[config.mk]
export PLATFORM = sky130hd
export DESIGN_NAME = cacheline_adaptor
export DESIGN_NICKNAME = d
export VERILOG_FILES = /design/src/rtl/cacheline_adaptor.sv
export SDC_FILE = /design/constraint.sdc
export NUM_CORES = 1
export LEC_CHECK = 0
export ABC_CLOCK_PERIOD_IN_PS = 4700
export BUFFER_PORTS_ARGS = -buffer_cell sky130_fd_sc_hd__buf_2
export CORE_AREA = 2 2 277 279
export CTS_BUF_LIST = sky130_fd_sc_hd__clkbuf_4
export DETAILED_ROUTE_END_ITERATION = 10
export DIE_AREA = 0 0 279 281
export SYNTH_ARGS = -nofsm -noshare
export SYNTH_HDL_FRONTEND = slang
export SYNTH_SLANG_ARGS = --single-unit
[constraint.sdc]
create_clock -name clk -period 4.7 [get_ports clk]
set_input_delay 0.47 -clock clk [delete_from_list [all_inputs] [get_ports clk]]
set_output_delay 0.47 -clock clk [all_outputs]
set_load 0.05 [all_outputs]
[src/rtl/cacheline_adaptor.sv]
// cacheline_adaptor: bridges the cache's 256-bit line port and a 64-bit burst DRAM.
// A line fill is collected as BEATS inbound beats. A writeback is sent as BEATS
// outbound beats. In both directions the low-order beat goes first.
// The cache sees a single-cycle resp_o pulse once the whole line has moved.
//
// state | meaning
// ------+------------------------------------------------------------------
// IDLE  | waiting for a request; a write request wins over a read request
// READ  | read_o high; each resp_i beat is stored into line_o at slot cnt
// WRITE | write_o high; burst_o shows buffer slot cnt; resp_i retires a beat
// DONE  | resp_o high for one cycle, then back to IDLE unconditionally
module cacheline_adaptor #(
   parameter int LINE_WIDTH  = 256,
   parameter int BURST_WIDTH = 64,
   parameter int ADDR_WIDTH  = 32
) (
   input  logic                   clk,
   input  logic                   rst,
   input  logic [LINE_WIDTH-1:0]  line_i,
   output logic [LINE_WIDTH-1:0]  line_o,
   input  logic [ADDR_WIDTH-1:0]  address_i,
   input  logic                   read_i,
   input  logic                   write_i,
   output logic                   resp_o,
   input  logic [BURST_WIDTH-1:0] burst_i,
   output logic [BURST_WIDTH-1:0] burst_o,
   output logic [ADDR_WIDTH-1:0]  address_o,
   output logic                   read_o,
   output logic                   write_o,
   input  logic                   resp_i
);

   localparam int BEATS   = LINE_WIDTH / BURST_WIDTH;
   localparam int CNT_W   = $clog2(BEATS);
   localparam int LSB_W   = $clog2(LINE_WIDTH);
   localparam int BEAT_SH = $clog2(BURST_WIDTH);
   localparam logic [CNT_W-1:0] LAST_BEAT = CNT_W'(BEATS - 1);
   // The mask clears the byte offset within a line, so address_o is line aligned.
   localparam logic [ADDR_WIDTH-1:0] ADDR_MASK = ~ADDR_WIDTH'(LINE_WIDTH / 8 - 1);

   typedef enum logic [1:0] {IDLE, READ, WRITE, DONE} state_t;

   state_t                  state;
   logic [CNT_W-1:0]        cnt;
   logic [LINE_WIDTH-1:0]   wbuf;
   logic [LSB_W-1:0]        beat_lsb;

   // Bit offset of the current beat within the line (BURST_WIDTH is a power of two).
   assign beat_lsb = {cnt, {BEAT_SH{1'b0}}};

   // The outbound beat is read straight from the write buffer at the current slot.
   assign burst_o = wbuf[beat_lsb +: BURST_WIDTH];

   // Transfer sequencer with registered handshake outputs.
   always_ff @(posedge clk) begin
      if (rst) begin
         state     <= IDLE;
         cnt       <= '0;
         read_o    <= 1'b0;
         write_o   <= 1'b0;
         resp_o    <= 1'b0;
         address_o <= '0;
         line_o    <= '0;
         wbuf      <= '0;
      end else begin
         case (state)
            IDLE: begin
               resp_o <= 1'b0;
               cnt    <= '0;
               if (write_i) begin
                  address_o <= address_i & ADDR_MASK;
                  wbuf      <= line_i;
                  write_o   <= 1'b1;
                  state     <= WRITE;
               end else if (read_i) begin
                  address_o <= address_i & ADDR_MASK;
                  read_o    <= 1'b1;
                  state     <= READ;
               end
            end
            READ: begin
               if (resp_i) begin
                  line_o[beat_lsb +: BURST_WIDTH] <= burst_i;
                  cnt <= cnt + CNT_W'(1);
                  if (cnt == LAST_BEAT) begin
                     read_o <= 1'b0;
                     resp_o <= 1'b1;
                     state  <= DONE;
                  end
               end
            end
            WRITE: begin
               if (resp_i) begin
                  cnt <= cnt + CNT_W'(1);
                  if (cnt == LAST_BEAT) begin
                     write_o <= 1'b0;
                     resp_o  <= 1'b1;
                     state   <= DONE;
                  end
               end
            end
            DONE: begin
               resp_o <= 1'b0;
               state  <= IDLE;
            end
            default: state <= IDLE;
         endcase
      end
   end

endmodule

Yosys cells after proc, flatten, opt, wreduce, memory -nomap -nowiden

Cells that the tools add are included.

Add/sub/neg operators: 2
Equal/unequal tests: 14
Shifts and indexed selects: 3
Mux-type cells: 20
Reduce and logical (&&, ||, !) cells: 15

Operators by type and width:

| cell                                                    | count |
|---|---|
| bitwise mux 256 bit                                     | 1 |
| variable shift 64 x 10 -> 256 bit, first input constant | 1 |
| variable part select 256 x 9 -> 64 bit                  | 1 |
| variable part select 64 x 10 -> 256 bit                 | 1 |
| two-way mux 32 bit                                      | 2 |
| != test 2 bit, second input constant                    | 7 |
| two-way mux 2 bit                                       | 5 |
| negator 8 -> 10 bit                                     | 1 |
| AND reduction 2 bit                                     | 5 |
| nonzero test 2 bit                                      | 4 |
| two-way mux 1 bit                                       | 7 |
| equality test 2 bit, second input constant              | 3 |
| one-hot mux 1 bit (2 select lines)                      | 3 |
| one-hot mux 2 bit (3 select lines)                      | 1 |
| AND reduction 5 bit                                     | 1 |
| != test 2 x 1 -> 1 bit, second input constant           | 2 |
| one-hot mux 2 bit (2 select lines)                      | 1 |
| AND reduction 4 bit                                     | 1 |
| OR reduction 2 bit                                      | 2 |
| != test 3 bit, second input constant                    | 1 |
| AND reduction 3 bit                                     | 1 |
| adder 2 x 1 -> 2 bit, second input constant             | 1 |
| equality test 2 x 1 -> 1 bit, second input constant     | 1 |
| zero test 2 bit                                         | 1 |

Register bits: 551
Output and inout port bits: 355
Word-level logic and storage cells: 62

Longest topological paths before layout

Depth after elaboration: 4
Depth in mapped cells: 10
Mapped depth without buffers: 5

Worst setup path after synthesis

Ideal clock, no wire load.

Path kind: reg-to-reg
From: register cnt[1]
To: register line_o[215]
Data arrival time: 2.479 ns
Path slack: 2.150 ns
Stages on the path, launching flop included: 10
Path buffers: 4
Cell sequence: dfxtp_1 > clkbuf_1 > buf_1 > inv_1 > ha_1 > buf_2 > nor4b_2 > buf_2 > nand3_1 > a21oi_1

Word-level cells in the longest chain between the ends: 3
Elaborated cells on any way between the ends: 4

Ends and longest elaborated chain:

| item                                                                                         | line | RTL |
|---|---|---|
| start: declaration                                                                           | 44   | `logic [CNT_W-1:0] cnt;` |
| start signal: assignment                                                                     | 84   | `cnt <= cnt + CNT_W'(1);` |
| start signal: assignment                                                                     | 94   | `cnt <= cnt + CNT_W'(1);` |
| negator 8 -> 10 bit (*)                                                                      | 83   | `line_o[beat_lsb +: BURST_WIDTH] <= burst_i;` |
| variable part select 64 x 10 -> 256 bit or variable shift 64 x 10 -> 256 bit (tied branches) | 83   |  |
| bitwise mux 256 bit (*)                                                                      | 83   |  |
| end signal: indexed assignment                                                               | 83   |  |
| end: declaration                                                                             | 20   | `output logic [LINE_WIDTH-1:0] line_o,` |

Every way passes the cells marked *; elsewhere a longest branch is shown, timed or not.
A chain may end at the register's enable or synchronous reset.

Worst setup path in the final report

From: register cnt[0]
To: output port burst_o[62]

Word-level cells in the longest chain between the ends: 1

Ends and longest elaborated chain:

| item                                   | line | RTL |
|---|---|---|
| variable part select 256 x 9 -> 64 bit | 52   | `assign burst_o = wbuf[beat_lsb +: BURST_WIDTH];` |
| end: declaration                       | 26   | `output logic [BURST_WIDTH-1:0] burst_o,` |

Every way passes these cells.

==> impl_table.tex <==
\begin{tabular}{lr}
\hline
Metric & Value \\
\hline
\multicolumn{2}{l}{\textbf{Run status}} \\
\quad Status & complete, no violations \\
\multicolumn{2}{l}{\textbf{Pwr}} \\
\quad Fraction of power spent switching nets & between 30\% and 40\% \\
\quad Part of the power in registers & approximately 40\% \\
\quad Combinational fraction of design power & between 20\% and 30\% \\
\quad Post-layout power & between 10 and 15 mW \\
\quad Internal & 8.62 mW \\
\quad Switching power total & between 5 and 6 mW \\
\quad Worst vdd rail ir drop & 0.281 mV \\
\quad Pleak & approximately 13 nW \\
\quad Total power density per cell area & approximately 450 nW/µm² \\
\quad Relative contribution of the clock network to total power & 31.2\% \\
\multicolumn{2}{l}{\textbf{Critical path}} \\
\quad Critical Path RT & 4230 ps \\
\quad Stages on the worst setup path & 4 \\
\quad CP most frequent cell & sky130\_fd\_sc\_hd\_\_buf\_4 \\
\quad Highest cell delay on the worst timing path & roughly 720 ps \\
\quad Logic depth of the worst register-to-register path & 7 \\
\quad Worst setup EP type & primary output \\
\quad Family with the most delay on the worst path & buffers and inverters \\
\quad Critical path cell sequence & buf\_4 > buf\_4 > mux4\_2 > buf\_2 \\
\quad Maximum fanout count along the critical path & 35 \\
\quad RR Startpoint & cnt[1] \\
\quad Critical Path Source Type & register \\
\quad Type of the setup path with the least slack & register to primary output \\
\quad Slowest stage cell, crit path & sky130\_fd\_sc\_hd\_\_buf\_4 \\
\quad Critical path buffer and inverter count & 3 \\
\quad Worst Setup SP & cnt[0] \\
\quad Critical path data arrival time & $\sim$3700 ps \\
\multicolumn{2}{l}{\textbf{Clock tree}} \\
\quad CTS-repair resized insts & 0 \\
\quad Worst-path clk slew & around 70 ps \\
\quad Sinks on Clock Net & between 500 and 600 \\
\quad Total clock buffers created by CTS & 153 \\
\quad Maximum level of the CTS H-tree & 4 \\
\quad TritonCTS clock tree & yes \\
\quad Clock network latency to the later pin of the worst-skew pair & around 930 ps \\
\quad Maximum buffer depth of the clock tree & 3 \\
\quad Buffer count from post-CTS setup fixing & 0 \\
\quad Root Driver & sky130\_fd\_sc\_hd\_\_clkbuf\_4 \\
\multicolumn{2}{l}{\textbf{Timing}} \\
\quad Unrepaired setup endpoints after global routing & no \\
\quad Total negative slack & 0 ps \\
\quad Final hold vios & 0 \\
\quad Least-Margin Pin Slew & $\sim$1200 ps \\
\quad Clock period minus final worst setup slack & between 4000 and 5000 ps \\
\quad Portion of the clock cycle consumed by the worst path in the final layout & about nine tenths \\
\quad Final setup violation count & 0 \\
\quad Worst max-slew margin expressed relative to the limit & a little under 20\% \\
\quad Count of final max-slew check failures & 0 \\
\quad Fmax & $\sim$240 MHz \\
\quad Maximum clock skew at final layout & 62.9 ps \\
\multicolumn{2}{l}{\textbf{Detailed routing}} \\
\quad Post-detailed-route DRC marker count & 0 \\
\quad Final wirelength & between 80000 and 90000 µm \\
\quad Per-cell routed wire length & about 18 µm \\
\quad Count of nets left with antenna violations after detail routing & 0 \\
\quad Vias & roughly 21000 \\
\quad DRC violation total after the first TritonRoute iteration & approximately 1400 \\
\quad Vias per inst & about 4.8 \\
\quad Drt pass-1 iters & 5 \\
\multicolumn{2}{l}{\textbf{Logic synthesis}} \\
\quad Yosys warning total & 0 \\
\quad Combinational family with the most area after synthesis & simple AND/OR/NAND/NOR gates \\
\quad Cell area after synthesis & 20700 µm² \\
\quad Avg Inst Size Synth & 8.67 µm² \\
\quad Xor/xnor share of the synthesized area & 0.0424\% \\
\quad Area fraction in and, or, nand and nor cells after synthesis & just under 20\% \\
\quad Multiplexer fraction of the synthesized cell area & 7.23\% \\
\quad Number of different library cells in the post-synthesis netlist & 35 \\
\quad Register bit count reported by yosys & between 500 and 600 \\
\quad Fraction of the mapped netlist area in compound gates & between 10 and 15\% \\
\quad Number of standard cells after synthesis & $\sim$2400 \\
\quad Sequential fraction of the synthesis area & around 53\% \\
\quad Area share of fa/ha/maj cells after synthesis & less than 1\% \\
\multicolumn{2}{l}{\textbf{Die}} \\
\quad Horiz. Die Dim & roughly 280 µm \\
\quad Die height & between 200 and 300 µm \\
\quad Number of standard-cell rows in the floorplan & 101 \\
\quad Number of top-level pins & between 700 and 800 \\
\quad Area of the die & around 80000 µm² \\
\quad Initial cell density of the core & a little over a quarter \\
\quad Core area & roughly 75000 µm² \\
\multicolumn{2}{l}{\textbf{Global route}} \\
\quad GRT Util Overall & 19.7\% \\
\quad Global-route wire length before repair & roughly 120000 µm \\
\quad Global route overflow & 0 \\
\quad Initial antenna violation count & 8 \\
\quad Pin count of the biggest net entering global routing & a little under 200 \\
\quad Vias in the first global route & 21500 \\
\multicolumn{2}{l}{\textbf{Finish}} \\
\quad P\&R area growth vs syn & 46.3\% \\
\quad Total area of sequential cells & $\sim$11000 µm² \\
\quad Leading cell type in the layout, fill and taps excluded & sky130\_fd\_sc\_hd\_\_nand2\_1 \\
\quad Fill cell instance count of the final layout & between 7000 and 8000 \\
\quad Most frequent cells in the layout & sky130\_fd\_sc\_hd\_\_nand2\_1 (762), sky130\_fd\_sc\_hd\_\_buf\_2 (700), sky130\_fd\_sc\_hd\_\_dfxtp\_1 (544), sky130\_fd\_sc\_hd\_\_a21oi\_1 (478), sky130\_fd\_sc\_hd\_\_dlygate4sd3\_1 (353) \\
\quad Area of combinational cells with multiple inputs & 8850 µm² \\
\quad Fraction of final layout cells sized beyond drive strength 1 & 29.9\% \\
\quad Layout Nets & between 3000 and 4000 \\
\multicolumn{2}{l}{\textbf{Flow run}} \\
\quad Number of max-cap violations & 0 \\
\multicolumn{2}{l}{\textbf{Place}} \\
\quad PortBufs & 701 \\
\quad Detail Placement HPWL & approximately 50000 µm \\
\quad Final RePlAce weighted congestion & 0.782 \\
\multicolumn{2}{l}{\textbf{Worst hold path}} \\
\quad Startpoint of the worst hold path & line\_i[190] \\
\quad Cells on Worst Hold Path & 4 \\
\quad Class of the worst hold path & input pin to register \\
\hline
\end{tabular}
## area by class of cell
type / count / share of cell area, %
Inverter: 5 / 0.0621
Antenna cell: 6 / 0.0497
Tap cell: 978 / 4.05
Timing Repair Buffer: 1084 / 24.3
Sequential cell: 546 / 36.2
Clock buffer: 217 / 5.39
Multi-Input combinational cell: 1616 / 29.3
Clock inverter: 34 / 0.712
## Yosys cell counts
master / instances / share of area, %
sky130_fd_sc_hd__mux2i_1: 3 / 0.15
sky130_fd_sc_hd__buf_6: 6 / 0.33
sky130_fd_sc_hd__buf_2: 50 / 1.2
sky130_fd_sc_hd__nor4b_2: 1 / 0.073
sky130_fd_sc_hd__mux4_2: 64 / 7.0
sky130_fd_sc_hd__a32oi_1: 1 / 0.042
sky130_fd_sc_hd__clkbuf_1: 144 / 2.6
sky130_fd_sc_hd__nor3b_1: 4 / 0.15
sky130_fd_sc_hd__inv_1: 4 / 0.073
sky130_fd_sc_hd__conb_1: 1 / 0.018
sky130_fd_sc_hd__a2bb2oi_1: 1 / 0.042
sky130_fd_sc_hd__o21ai_1: 1 / 0.024
sky130_fd_sc_hd__o211ai_1: 1 / 0.036
sky130_fd_sc_hd__nand4_1: 4 / 0.12
sky130_fd_sc_hd__mux2_2: 2 / 0.11
sky130_fd_sc_hd__ha_1: 11 / 0.67
sky130_fd_sc_hd__nor2b_1: 2 / 0.061
sky130_fd_sc_hd__a32o_1: 66 / 3.2
sky130_fd_sc_hd__and2_1: 1 / 0.030
sky130_fd_sc_hd__nand3_1: 194 / 4.7
sky130_fd_sc_hd__nand2b_1: 3 / 0.091
sky130_fd_sc_hd__nor4bb_1: 1 / 0.048
sky130_fd_sc_hd__dfxtp_1: 546 / 53
sky130_fd_sc_hd__nand2_1: 763 / 14
sky130_fd_sc_hd__nor4_4: 1 / 0.10
sky130_fd_sc_hd__nor2_1: 2 / 0.036
sky130_fd_sc_hd__xor2_1: 1 / 0.042
sky130_fd_sc_hd__buf_4: 6 / 0.22
sky130_fd_sc_hd__o21a_1: 1 / 0.036
sky130_fd_sc_hd__a21oi_1: 478 / 12
sky130_fd_sc_hd__and3_1: 3 / 0.091
sky130_fd_sc_hd__a21o_1: 1 / 0.036
sky130_fd_sc_hd__clkinv_1: 1 / 0.018
sky130_fd_sc_hd__buf_1: 15 / 0.27
sky130_fd_sc_hd__nor4b_1: 1 / 0.042
## per-layer routing
layer / vias to the layer above / GRT usage [%] / wire, µm
met5: - / 0 / 21
met4: 4 / 9.02 / 2860
met3: 190 / 6.28 / 6370
met2: 904 / 33.8 / 39600
met1: 10100 / 22.2 / 32100
li1: 10300 / - / -
## worst paths after layout
| kind | to | slack, ps |
|---|---|---|
| setup / recovery | burst_o[62] | 560 |
| hold / removal | wbuf[190] | 320 |
| setup reg to reg | line_o[87] | 1080 |
| hold reg to reg | line_o[137] | 450 |
## stage by stage
step	hold slack, ps	util [%]	cells	instance area, µm²	setup slack (ps)
finish	321	40.1	4486	30200	558
global route	202	40.1	4483	30200	184
CTS	145	40.0	4480	30200	270
detailed placement	440	32.9	3876	24800	1310
global placement	435	32.9	3876	24800	1360
floorplan	433	-	2388	20700	2150
## worst register-to-register path: stages (launching register included)
cell and delay (ps):
sky130_fd_sc_hd__dfxtp_4 760, sky130_fd_sc_hd__inv_1 180, sky130_fd_sc_hd__ha_1 650, sky130_fd_sc_hd__nor4bb_4 370
sky130_fd_sc_hd__buf_4 710, sky130_fd_sc_hd__nand3_1 180, sky130_fd_sc_hd__a21oi_1 160, sky130_fd_sc_hd__dlygate4sd3_1 570
## cell families (layout without fill, tap and decap cells)
group | count (synthesis) | count (layout)
other cells | 1 | 11
simple gates | 980 | 980
compound gates | 550 | 550
fa+ha+maj | 11 | 11
xor+xnor | 1 | 1
flops | 546 | 546
buf+inv | 226 | 1340
mux | 69 | 69
## power groups by stage
stage	registers (mW)	clock network, mW	logic, mW
floorplan	5.87	0	2.30
global placement	5.52	0	3.68
detailed placement	5.54	0	3.70
CTS	5.44	4.42	3.96
global route	5.51	4.68	4.26
finish	5.45	4.27	3.94
## registers in the layout (all words and copies together), names as in the netlist
signal / count
wbuf: 256
read_o: 1
address_o: 27
cnt: 2
state: 2
write_o: 1
line_o: 256
resp_o: 1
## timing repair
action,in CTS,in global routing
hold buffers,353,0
endpoints found under the setup margin,0,0
hold endpoints to repair,546,0
Power figures use the tool's default switching activity.
